[config.mk]
export PLATFORM = sky130hd
export DESIGN_NAME = viterbi_frame_ctrl
export DESIGN_NICKNAME = d
export VERILOG_FILES = /design/src/rtl/viterbi_frame_ctrl.sv
export SDC_FILE = /design/constraint.sdc
export NUM_CORES = 1
export LEC_CHECK = 0
export ABC_AREA = 1
export BUFFER_PORTS_ARGS = -buffer_cell sky130_fd_sc_hd__buf_2
export CAP_MARGIN = 20
export CORE_ASPECT_RATIO = 1.75
export CORE_MARGIN = 2
export CORE_UTILIZATION = 60
export DETAILED_ROUTE_END_ITERATION = 12
export HOLD_SLACK_MARGIN = 0.03
export PLACE_DENSITY = 0.85
export SLEW_MARGIN = 20
export SYNTH_ARGS = -nofsm -noshare
export SYNTH_HDL_FRONTEND = slang
export SYNTH_SLANG_ARGS = --single-unit
[constraint.sdc]
create_clock -name clk -period 3.76 [get_ports clk]
set_input_delay 0.752 -clock clk [delete_from_list [all_inputs] [get_ports clk]]
set_output_delay 0.752 -clock clk [all_outputs]
set_load 0.01 [all_outputs]
[src/rtl/viterbi_frame_ctrl.sv]
// Frame controller for a convolutional encoder / Viterbi decoder loop-back.
// Streams FRAME_LEN payload bits and then TAIL_LEN zero flush bits into the
// encoder. Each payload bit is compared with the decoder output DEC_LAT cycles
// later, and the number of mismatches is counted.
module viterbi_frame_ctrl #(
  parameter int unsigned FRAME_LEN = 64,
  parameter int unsigned TAIL_LEN  = 2,
  parameter int unsigned DEC_LAT   = 16
) (
  input  logic        clk,
  input  logic        rst,
  input  logic        start_i,
  input  logic        abort_i,
  input  logic        in_valid_i,
  input  logic        in_data_i,
  output logic        in_ready_o,
  output logic        enc_bit_o,
  output logic        enc_en_o,
  input  logic        dec_bit_i,
  output logic        busy_o,
  output logic        done_o,
  output logic [15:0] err_cnt_o
);

  localparam int unsigned PAY_W   = $clog2(FRAME_LEN + 1);
  localparam int unsigned AUX_MAX = (DEC_LAT > TAIL_LEN) ? DEC_LAT : TAIL_LEN;
  localparam int unsigned AUX_W   = $clog2(AUX_MAX + 1);
  localparam logic [PAY_W-1:0] PAY_LAST   = PAY_W'(FRAME_LEN - 1);
  localparam logic [AUX_W-1:0] TAIL_LAST  = AUX_W'((TAIL_LEN > 0) ? TAIL_LEN - 1 : 0);
  localparam logic [AUX_W-1:0] DRAIN_LAST = AUX_W'(DEC_LAT);

  typedef enum logic [2:0] {IDLE, SEND, TAIL, DRAIN, DONE} state_t;

  state_t             state;
  logic [PAY_W-1:0]   pay_cnt;
  logic [AUX_W-1:0]   aux_cnt;   // tail bit counter in TAIL, drain counter in DRAIN
  logic               enc_pay;   // current enc_en_o cycle carries a payload bit
  logic [DEC_LAT-1:0] pipe_vld;
  logic [DEC_LAT-1:0] pipe_bit;
  logic [15:0]        err_cnt;
  logic               xfer;
  logic               mism;

  assign xfer      = in_valid_i & in_ready_o;
  assign mism      = pipe_vld[DEC_LAT-1] & (dec_bit_i != pipe_bit[DEC_LAT-1]);
  assign err_cnt_o = err_cnt;

  // Frame sequencing FSM; all outputs are registered alongside the state.
  // DRAIN is entered on the last enc_en_o cycle and holds for DEC_LAT+1
  // cycles, so DONE always lands DEC_LAT+1 cycles after the final encoder bit.
  always_ff @(posedge clk or negedge rst) begin
    if (!rst) begin
      state      <= IDLE;
      pay_cnt    <= '0;
      aux_cnt    <= '0;
      in_ready_o <= 1'b0;
      enc_en_o   <= 1'b0;
      enc_bit_o  <= 1'b0;
      enc_pay    <= 1'b0;
      busy_o     <= 1'b0;
      done_o     <= 1'b0;
    end else begin
      enc_en_o  <= 1'b0;
      enc_bit_o <= 1'b0;
      enc_pay   <= 1'b0;
      done_o    <= 1'b0;
      if (abort_i) begin
        state      <= IDLE;
        in_ready_o <= 1'b0;
        busy_o     <= 1'b0;
      end else begin
        case (state)
          IDLE: begin
            if (start_i) begin
              state      <= SEND;
              pay_cnt    <= '0;
              in_ready_o <= 1'b1;
              busy_o     <= 1'b1;
            end
          end
          SEND: begin
            if (xfer) begin
              enc_en_o  <= 1'b1;
              enc_bit_o <= in_data_i;
              enc_pay   <= 1'b1;
              pay_cnt   <= pay_cnt + PAY_W'(1);
              if (pay_cnt == PAY_LAST) begin
                in_ready_o <= 1'b0;
                aux_cnt    <= '0;
                if (TAIL_LEN > 0) state <= TAIL;
                else              state <= DRAIN;
              end
            end
          end
          TAIL: begin
            enc_en_o <= 1'b1;
            aux_cnt  <= aux_cnt + AUX_W'(1);
            if (aux_cnt == TAIL_LAST) begin
              aux_cnt <= '0;
              state   <= DRAIN;
            end
          end
          DRAIN: begin
            aux_cnt <= aux_cnt + AUX_W'(1);
            if (aux_cnt == DRAIN_LAST) begin
              state  <= DONE;
              done_o <= 1'b1;
            end
          end
          DONE: begin
            state  <= IDLE;
            busy_o <= 1'b0;
          end
          default: begin
            state      <= IDLE;
            in_ready_o <= 1'b0;
            busy_o     <= 1'b0;
          end
        endcase
      end
    end
  end

  // Reference pipeline: tags each encoder cycle so it meets its decoded bit.
  always_ff @(posedge clk or negedge rst) begin
    if (!rst) begin
      pipe_vld <= '0;
      pipe_bit <= '0;
    end else if (abort_i) begin
      pipe_vld <= '0;
      pipe_bit <= '0;
    end else begin
      pipe_vld[0] <= enc_en_o & enc_pay;
      pipe_bit[0] <= enc_en_o & enc_pay & enc_bit_o;
      for (int unsigned i = 1; i < DEC_LAT; i++) begin
        pipe_vld[i] <= pipe_vld[i-1];
        pipe_bit[i] <= pipe_bit[i-1];
      end
    end
  end

  // Saturating mismatch counter; cleared only by an accepted start.
  always_ff @(posedge clk or negedge rst) begin
    if (!rst) begin
      err_cnt <= '0;
    end else if (abort_i) begin
      err_cnt <= err_cnt;
    end else if (state == IDLE && start_i) begin
      err_cnt <= '0;
    end else if (mism && err_cnt != '1) begin
      err_cnt <= err_cnt + 16'd1;
    end
  end

endmodule

==> flow_metrics.env, run 1 <==
export IMPL_period_needed_ns=1.83
export IMPL_syn_inst=426
export IMPL_grt_usage_pct=22.7
export IMPL_drtPass1Iterations=5
export IMPL_die_h_um=103
export IMPL_cp_max_fo=13
export IMPL_end_kind="flop"
export IMPL_worst_ep_required_time_ns=4.04
export IMPL_clockBufferDepth=2
export IMPL_grt_first_pass_wirelength_um=10600
export IMPL_tightest_slew_ns=0.837
export IMPL_clock_power_share_pct=34.3
export IMPL_synth_nets=438
export IMPL_cts_resized=0
export IMPL_cts_root_buffer="clkbuf_8"
export IMPL_postSynthAreaPerCell_um2=7.87
export IMPL_core_area_um2=5500
export IMPL_synth_seq_area_share_pct=51.5
export IMPL_clk_pin_slew_ns=0.07
export IMPL_p_leak_uw=0.00191
export IMPL_fin_crit_sh_pct=48.8
export IMPL_routed_wl_um=6390
export IMPL_rsz0062_at_grt="false"
export IMPL_swShare_pct=31.4
export IMPL_routedWlPerCell_um=11.9
export IMPL_synthSimpleGateAreaFrac_pct=31.2
export IMPL_final_core_util_pct=68.2
export IMPL_via_per_inst=5.14
export IMPL_htreeDepth=3
export IMPL_num_fill_cells=465
export IMPL_yosys_area_share_adder_pct=1.86
export IMPL_report_final_setup_viol=0
export IMPL_die_area_um2=6230
export IMPL_synth_mux_area_share_pct=0
export IMPL_switchingPower_uw=552
export IMPL_ant_nets=0
export IMPL_synth_cell_types=26
export IMPL_cts_sinks=69
export IMPL_status="finished, final reports clean"
export IMPL_drv_slew=0
export IMPL_stdcell_count=539
export IMPL_postCtsHoldBufs=0
export IMPL_dp_hpwl_um=4420
export IMPL_hold_violations=0
export IMPL_fin_nets=470
export IMPL_rrSetupSlack_ns=1.93
export IMPL_overflow=0
export IMPL_synth_compound_area_share_pct=5.74
export IMPL_cts_buffers=9
export IMPL_worst_setup_path_type="flop to flop"
export IMPL_p_per_area_nw_per_um2=469
export IMPL_cp_start_kind="flop"
export IMPL_grt_max_degree=70
export IMPL_synth_top_family_by_area="simple AND/OR/NAND/NOR gates"
export IMPL_ys_seq_elements=69
export IMPL_clkLatencyLatePin_ns=0.34
export IMPL_rows=36
export IMPL_io_buffer_count=27
export IMPL_finalWeightedCongestion=0.934
export IMPL_synthesis_area_um2=3350
export IMPL_synthTopCellsByArea="dfrtp_1, nand2_1, nor2_1"
export IMPL_synthToLayoutAreaGrowth_pct=11.7
export IMPL_yosysWarnings=0
export IMPL_placedCellCount=523
export IMPL_setup_tns_ns=0
export IMPL_max_slew_margin_pct=44.2
export IMPL_io_pin_count=28
export IMPL_combPwrFrac_pct=18.2
export IMPL_vias=2770
export IMPL_initial_core_util_pct=61.0
export IMPL_clock_skew_ns=0.00582
export IMPL_min_path_type="flop to flop"
export IMPL_antenna_found_initial=0
export IMPL_cts_tree="built"
export IMPL_p_seq_share_pct=47.4
export IMPL_cts_setup_buffers=0
export IMPL_fp_dieW_um=60.5
export IMPL_drt_iter0_markers=145
export IMPL_route_detailed_drc=0
export IMPL_yosysTopAreaCell="dfrtp_1"
export IMPL_max_freq_mhz=545
export IMPL_ir_drop_v=0.000305
export IMPL_antenna_cells=0
export IMPL_synth_xor_area_share_pct=0.783
export IMPL_arrival_ns=2.12
export IMPL_p_int_uw=1200
export IMPL_grt_pass1_vias=2560
export IMPL_maxCapViolations=0
export IMPL_yosysTopAreaCellShare_pct=51.5
export IMPL_drive_above_1_share_pct=13.0
==> power groups by stage <==
stage | Combinational [µW] | Clock, µW | Sequential (µW)
after floorplan | 255 | 0 | 834
after global placement | 314 | 0 | 845
after detailed placement | 322 | 0 | 845
after CTS | 323 | 620 | 833
after global routing | 369 | 653 | 838
final | 320 | 603 | 834
==> Yosys cell counts <==
cell type	instances
buf_2	3
nand2_4	2
o211ai_1	2
xor2_1	3
nor3_1	2
nand2_1	113
a21oi_1	10
o21ai_4	1
buf_6	1
o21bai_1	3
clkbuf_1	3
buf_8	1
dfrtp_1	69
a21oi_2	1
nand4_1	9
inv_2	2
nor2_4	5
or2_2	3
o21ai_0	16
nand3b_1	2
ha_1	5
inv_1	64
nor3b_1	1
nor2_1	74
nand2_2	2
nand3_1	29
==> layout by cell type, fill, tap and decap left out, types with 3 or more instances in the layout <==
cell and n:
nand2_1 113, nor2_1 74, dfrtp_1 69, inv_1 64, nand3_1 29, buf_2 27
o21ai_0 16, a21oi_1 10, clkbuf_8 10, nand4_1 9, nor2_4 5, ha_1 5
o21bai_1 3, or2_2 3, xor2_1 3
==> final cells by class <==
type	instances	area, µm²	area share [%]
Sequential cell	69	1730	46.1
Tap cell	76	95.1	2.54
Multi-Input combinational cell	283	1330	35.4
Inverter	66	248	6.61
Timing Repair Buffer	29	150	4.01
Clock buffer	11	141	3.77
Clock inverter	5	60.1	1.60
==> worst paths after layout <==
| check | from | end | cells past startpoint |
|---|---|---|---|
| worst max-delay path | state[0] | err_cnt_o[5] | 7 |
| worst min-delay path | pipe_bit[9] | pipe_bit[10] | 2 |
| worst max register to register | state[0] | err_cnt_o[5] | 7 |
| worst min register to register | pipe_bit[9] | pipe_bit[10] | 2 |
| max in group asynchronous | rst | aux_cnt[0] | 2 |
| min in group asynchronous | rst | pipe_vld[2] | 2 |
==> worst max-delay path, stage by stage, from the launching register on <==
cell and delay, ns:
dfrtp_1 0.48, nor2_1 0.22, nand2_1 0.13, nor2_4 0.19, inv_2 0.16, a21oi_2 0.42, nand2_1 0.10, nand2_1 0.08
==> stage by stage <==
step	cell area [µm²]	power (µW)	setup WS (ns)	hold slack (ns)
after floorplan	3350	1090	2.06	0.434
after global placement	3550	1160	1.76	0.437
after detailed placement	3550	1170	1.67	0.449
after CTS	3750	1780	1.94	0.466
after global routing	3750	1860	1.79	0.475
final	3750	1760	1.93	0.460
==> layer usage <==
layer	part of all wire (%)	GRT usage, %	vias up	wire length [µm]
li1	-	-	1371	-
met1	41	25.3	1308	2590
met2	52	38.8	71	3340
met3	3.4	5.27	20	215
met4	3.7	13.0	0	239
met5	0	0	-	0
==> flip-flops by register name, indices dropped and copies added (netlist names) <==
register    count
aux_cnt         5
busy_o          1
done_o          1
enc_bit_o       1
enc_en_o        1
enc_pay         1
err_cnt_o      16
in_ready_o      1
pay_cnt         7
pipe_bit       16
pipe_vld       16
state           3
==> logic make-up after synthesis <==
group / count (synthesis)
adder cells (fa/ha/maj): 5
XOR/XNOR: 3
AO/OA/AOI/OAI: 33
AND/OR/NAND/NOR: 242
buffers and inverters: 74
flip-flops: 69
(Power assumes the default switching activity.)
==> inputs of run 2 (changes only) <==
Settings changed: CORE_UTILIZATION 60 to 53, PLACE_DENSITY 0.85 to 0.8.
Clock period 3.76 ns to 1.6 ns, I/O delays scaled along.
==> run 2 against run 1 <==
  * Sequential share of layout area down 3.4 points
  * Flip-flop and latch count unchanged
  * Power increased to 2.5 times the previous value
==> flow_metrics.env, run 2 (synthesis results as in run 1) <==
export IMPL_status="finished, final reports clean"
export IMPL_preCtsSetupSlack_ns=0.0344
export IMPL_overflow=0
export IMPL_combPwrFrac_pct=22.6
export IMPL_num_fill_cells=536
export IMPL_min_path_type="input port to flop"
export IMPL_drt_iter0_markers=234
export IMPL_finalWeightedCongestion=0.967
export IMPL_rows=38
export IMPL_p_leak_uw=0.00204
export IMPL_hold_violations=0
export IMPL_cp_max_fo=8
export IMPL_clockBufferDepth=2
export IMPL_ir_drop_v=0.000840
export IMPL_vias=3020
export IMPL_die_h_um=109
export IMPL_report_final_setup_viol=0
export IMPL_clock_skew_ns=0.00879
export IMPL_crit_buf_inv=2
export IMPL_whs_ns=0.184
export IMPL_cp_cell_sequence="nor2_2 > nand2_1 > nor2_4 > inv_2 > buf_4 > o21ai_0 > a21oi_1 > nand2_1 > nand2_1"
export IMPL_worst_ep_required_time_ns=1.85
export IMPL_io_pin_count=28
export IMPL_die_area_um2=7010
export IMPL_slowest_delay_ns=0.45
export IMPL_switchingPower_uw=1490
export IMPL_clock_power_share_pct=33.4
export IMPL_arrival_ns=1.82
export IMPL_routed_wl_um=7950
export IMPL_worst_setup_path_type="flop to flop"
export IMPL_p_int_uw=2920
export IMPL_io_buffer_count=27
export IMPL_fin_crit_sh_pct=98.6
export IMPL_p_seq_share_pct=44.0
export IMPL_slowest_stage="dfrtp_2"
export IMPL_fin_nets=497
export IMPL_grt_first_pass_wirelength_um=12400
export IMPL_dp_hpwl_um=5300
export IMPL_grt_pass1_vias=2884
export IMPL_period_needed_ns=1.58
export IMPL_swShare_pct=33.7
export IMPL_ant_nets=0
export IMPL_rsz0062_at_grt="true"
export IMPL_cts_root_buffer="clkbuf_8"
export IMPL_route_detailed_drc=0
export IMPL_cts_tree="built"
export IMPL_setup_slack_ns=0.0229
export IMPL_initial_core_util_pct=54.3
export IMPL_multi_input_area_um2=1400
export IMPL_grt_usage_pct=23.2
export IMPL_regArea_um2=1730
export IMPL_drv_slew=0
export IMPL_max_slew_margin_pct=72.7
export IMPL_final_cell_mix="nand2_1, nor2_1, dfrtp_1"
export IMPL_total_power_uw=4410
export IMPL_antenna_cells=0
export IMPL_end_kind="flop"
export IMPL_tightest_slew_ns=0.410
export IMPL_drtPass1Iterations=5
export IMPL_clk_pin_slew_ns=0.08
export IMPL_cts_sinks=69
export IMPL_max_freq_mhz=634
export IMPL_cp_start_kind="flop"
export IMPL_htreeDepth=3
export IMPL_maxCapViolations=0
export IMPL_drive_above_1_share_pct=20.6
export IMPL_via_per_inst=5.30
export IMPL_routedWlPerCell_um=14.0
export IMPL_cts_buffers=9
export IMPL_p_per_area_nw_per_um2=1090
export IMPL_fp_dieW_um=64.1
export IMPL_antenna_found_initial=0
export IMPL_grt_max_degree=34
export IMPL_core_area_um2=6180
export IMPL_rrSetupSlack_ns=0.02
export IMPL_synthToLayoutAreaGrowth_pct=20.9
export IMPL_clkLatencyLatePin_ns=0.35
export IMPL_crit_family="simple AND/OR/NAND/NOR gates"
export IMPL_critPathMostFrequentCell="nand2_1"
export IMPL_layout_commonest_cell="nand2_1"
[run 2: changes by cell type in the layout (fill, tap and decap cells not counted), moves of 3 or more]
cell / previous run / this run
buf_4: 2 / 23
nor2_1: 74 / 68
nor2_2: 0 / 6
nand2_1: 113 / 110
nand2_2: 2 / 5
[run 2: what timing repair did]
| item | in CTS | in global routing |
|---|---|---|
| setup endpoints to repair | 0 | 26 |
| endpoints found under the hold margin | 14 | 0 |
| setup buffers | 0 | 2 |
| hold buffers | 1 | 0 |
| resized for setup | 0 | 16 |
[run 2: layer usage]
metal  part of all wire (%)  up-vias  track usage (%)
li1                       -     1435                -
met1                     37     1442             25.3
met2                     54      110             40.7
met3                    5.1       33             5.78
met4                    3.9        0             12.9
met5                      0        -                0
[run 2: path summary, 6_finish.rpt]
path	startpoint	endpoint	cells after the start
hold reg to reg	pipe_bit[13]	pipe_bit[14]	2
setup reg to reg	state[0]	err_cnt_o[5]	9
max in group asynchronous	rst	err_cnt_o[2]	3
setup / recovery	state[0]	err_cnt_o[5]	9
min in group asynchronous	rst	pipe_bit[12]	2
hold / removal	in_data_i	enc_bit_o	3
[run 2: final cells by class]
class / instances / area share [%]
clock buffer: 9 / 3.06
inverter: 66 / 6.11
clock inverter: 7 / 2.04
tap: 80 / 2.47
sequential: 69 / 42.6
timing repair buffer: 54 / 9.10
multi-input combinational: 285 / 34.6
[run 2: power groups by stage]
| stage | logic (µW) | clock network, µW | registers, µW |
|---|---|---|---|
| 2_1_floorplan | 598 | 0 | 1960 |
| 3_3_place_gp | 857 | 0 | 1960 |
| 3_5_place_dp | 889 | 0 | 1970 |
| 4_1_cts | 898 | 1510 | 1930 |
| 5_1_grt | 1130 | 1570 | 1950 |
| 6_report | 998 | 1470 | 1940 |
[run 2: through the flow]
stage / instance area [µm²] / TNS (ns) / instances / utilization [%]
after global routing: 4050 / -0.596 / 570 / 65.6
after detailed placement: 3750 / 0 / 549 / 60.6
after global placement: 3750 / 0 / 549 / 60.6
final: 4050 / 0 / 570 / 65.6
after floorplan: 3360 / 0 / 426 / -
after CTS: 3960 / 0 / 566 / 64.1
[run 2: worst register-to-register path, cell delays in order, from the launching register on]
cell and delay (ns):
dfrtp_2 0.45, nor2_2 0.16, nand2_1 0.12, nor2_4 0.11, inv_2 0.11, buf_4 0.19, o21ai_0 0.12, a21oi_1 0.08
nand2_1 0.08, nand2_1 0.05
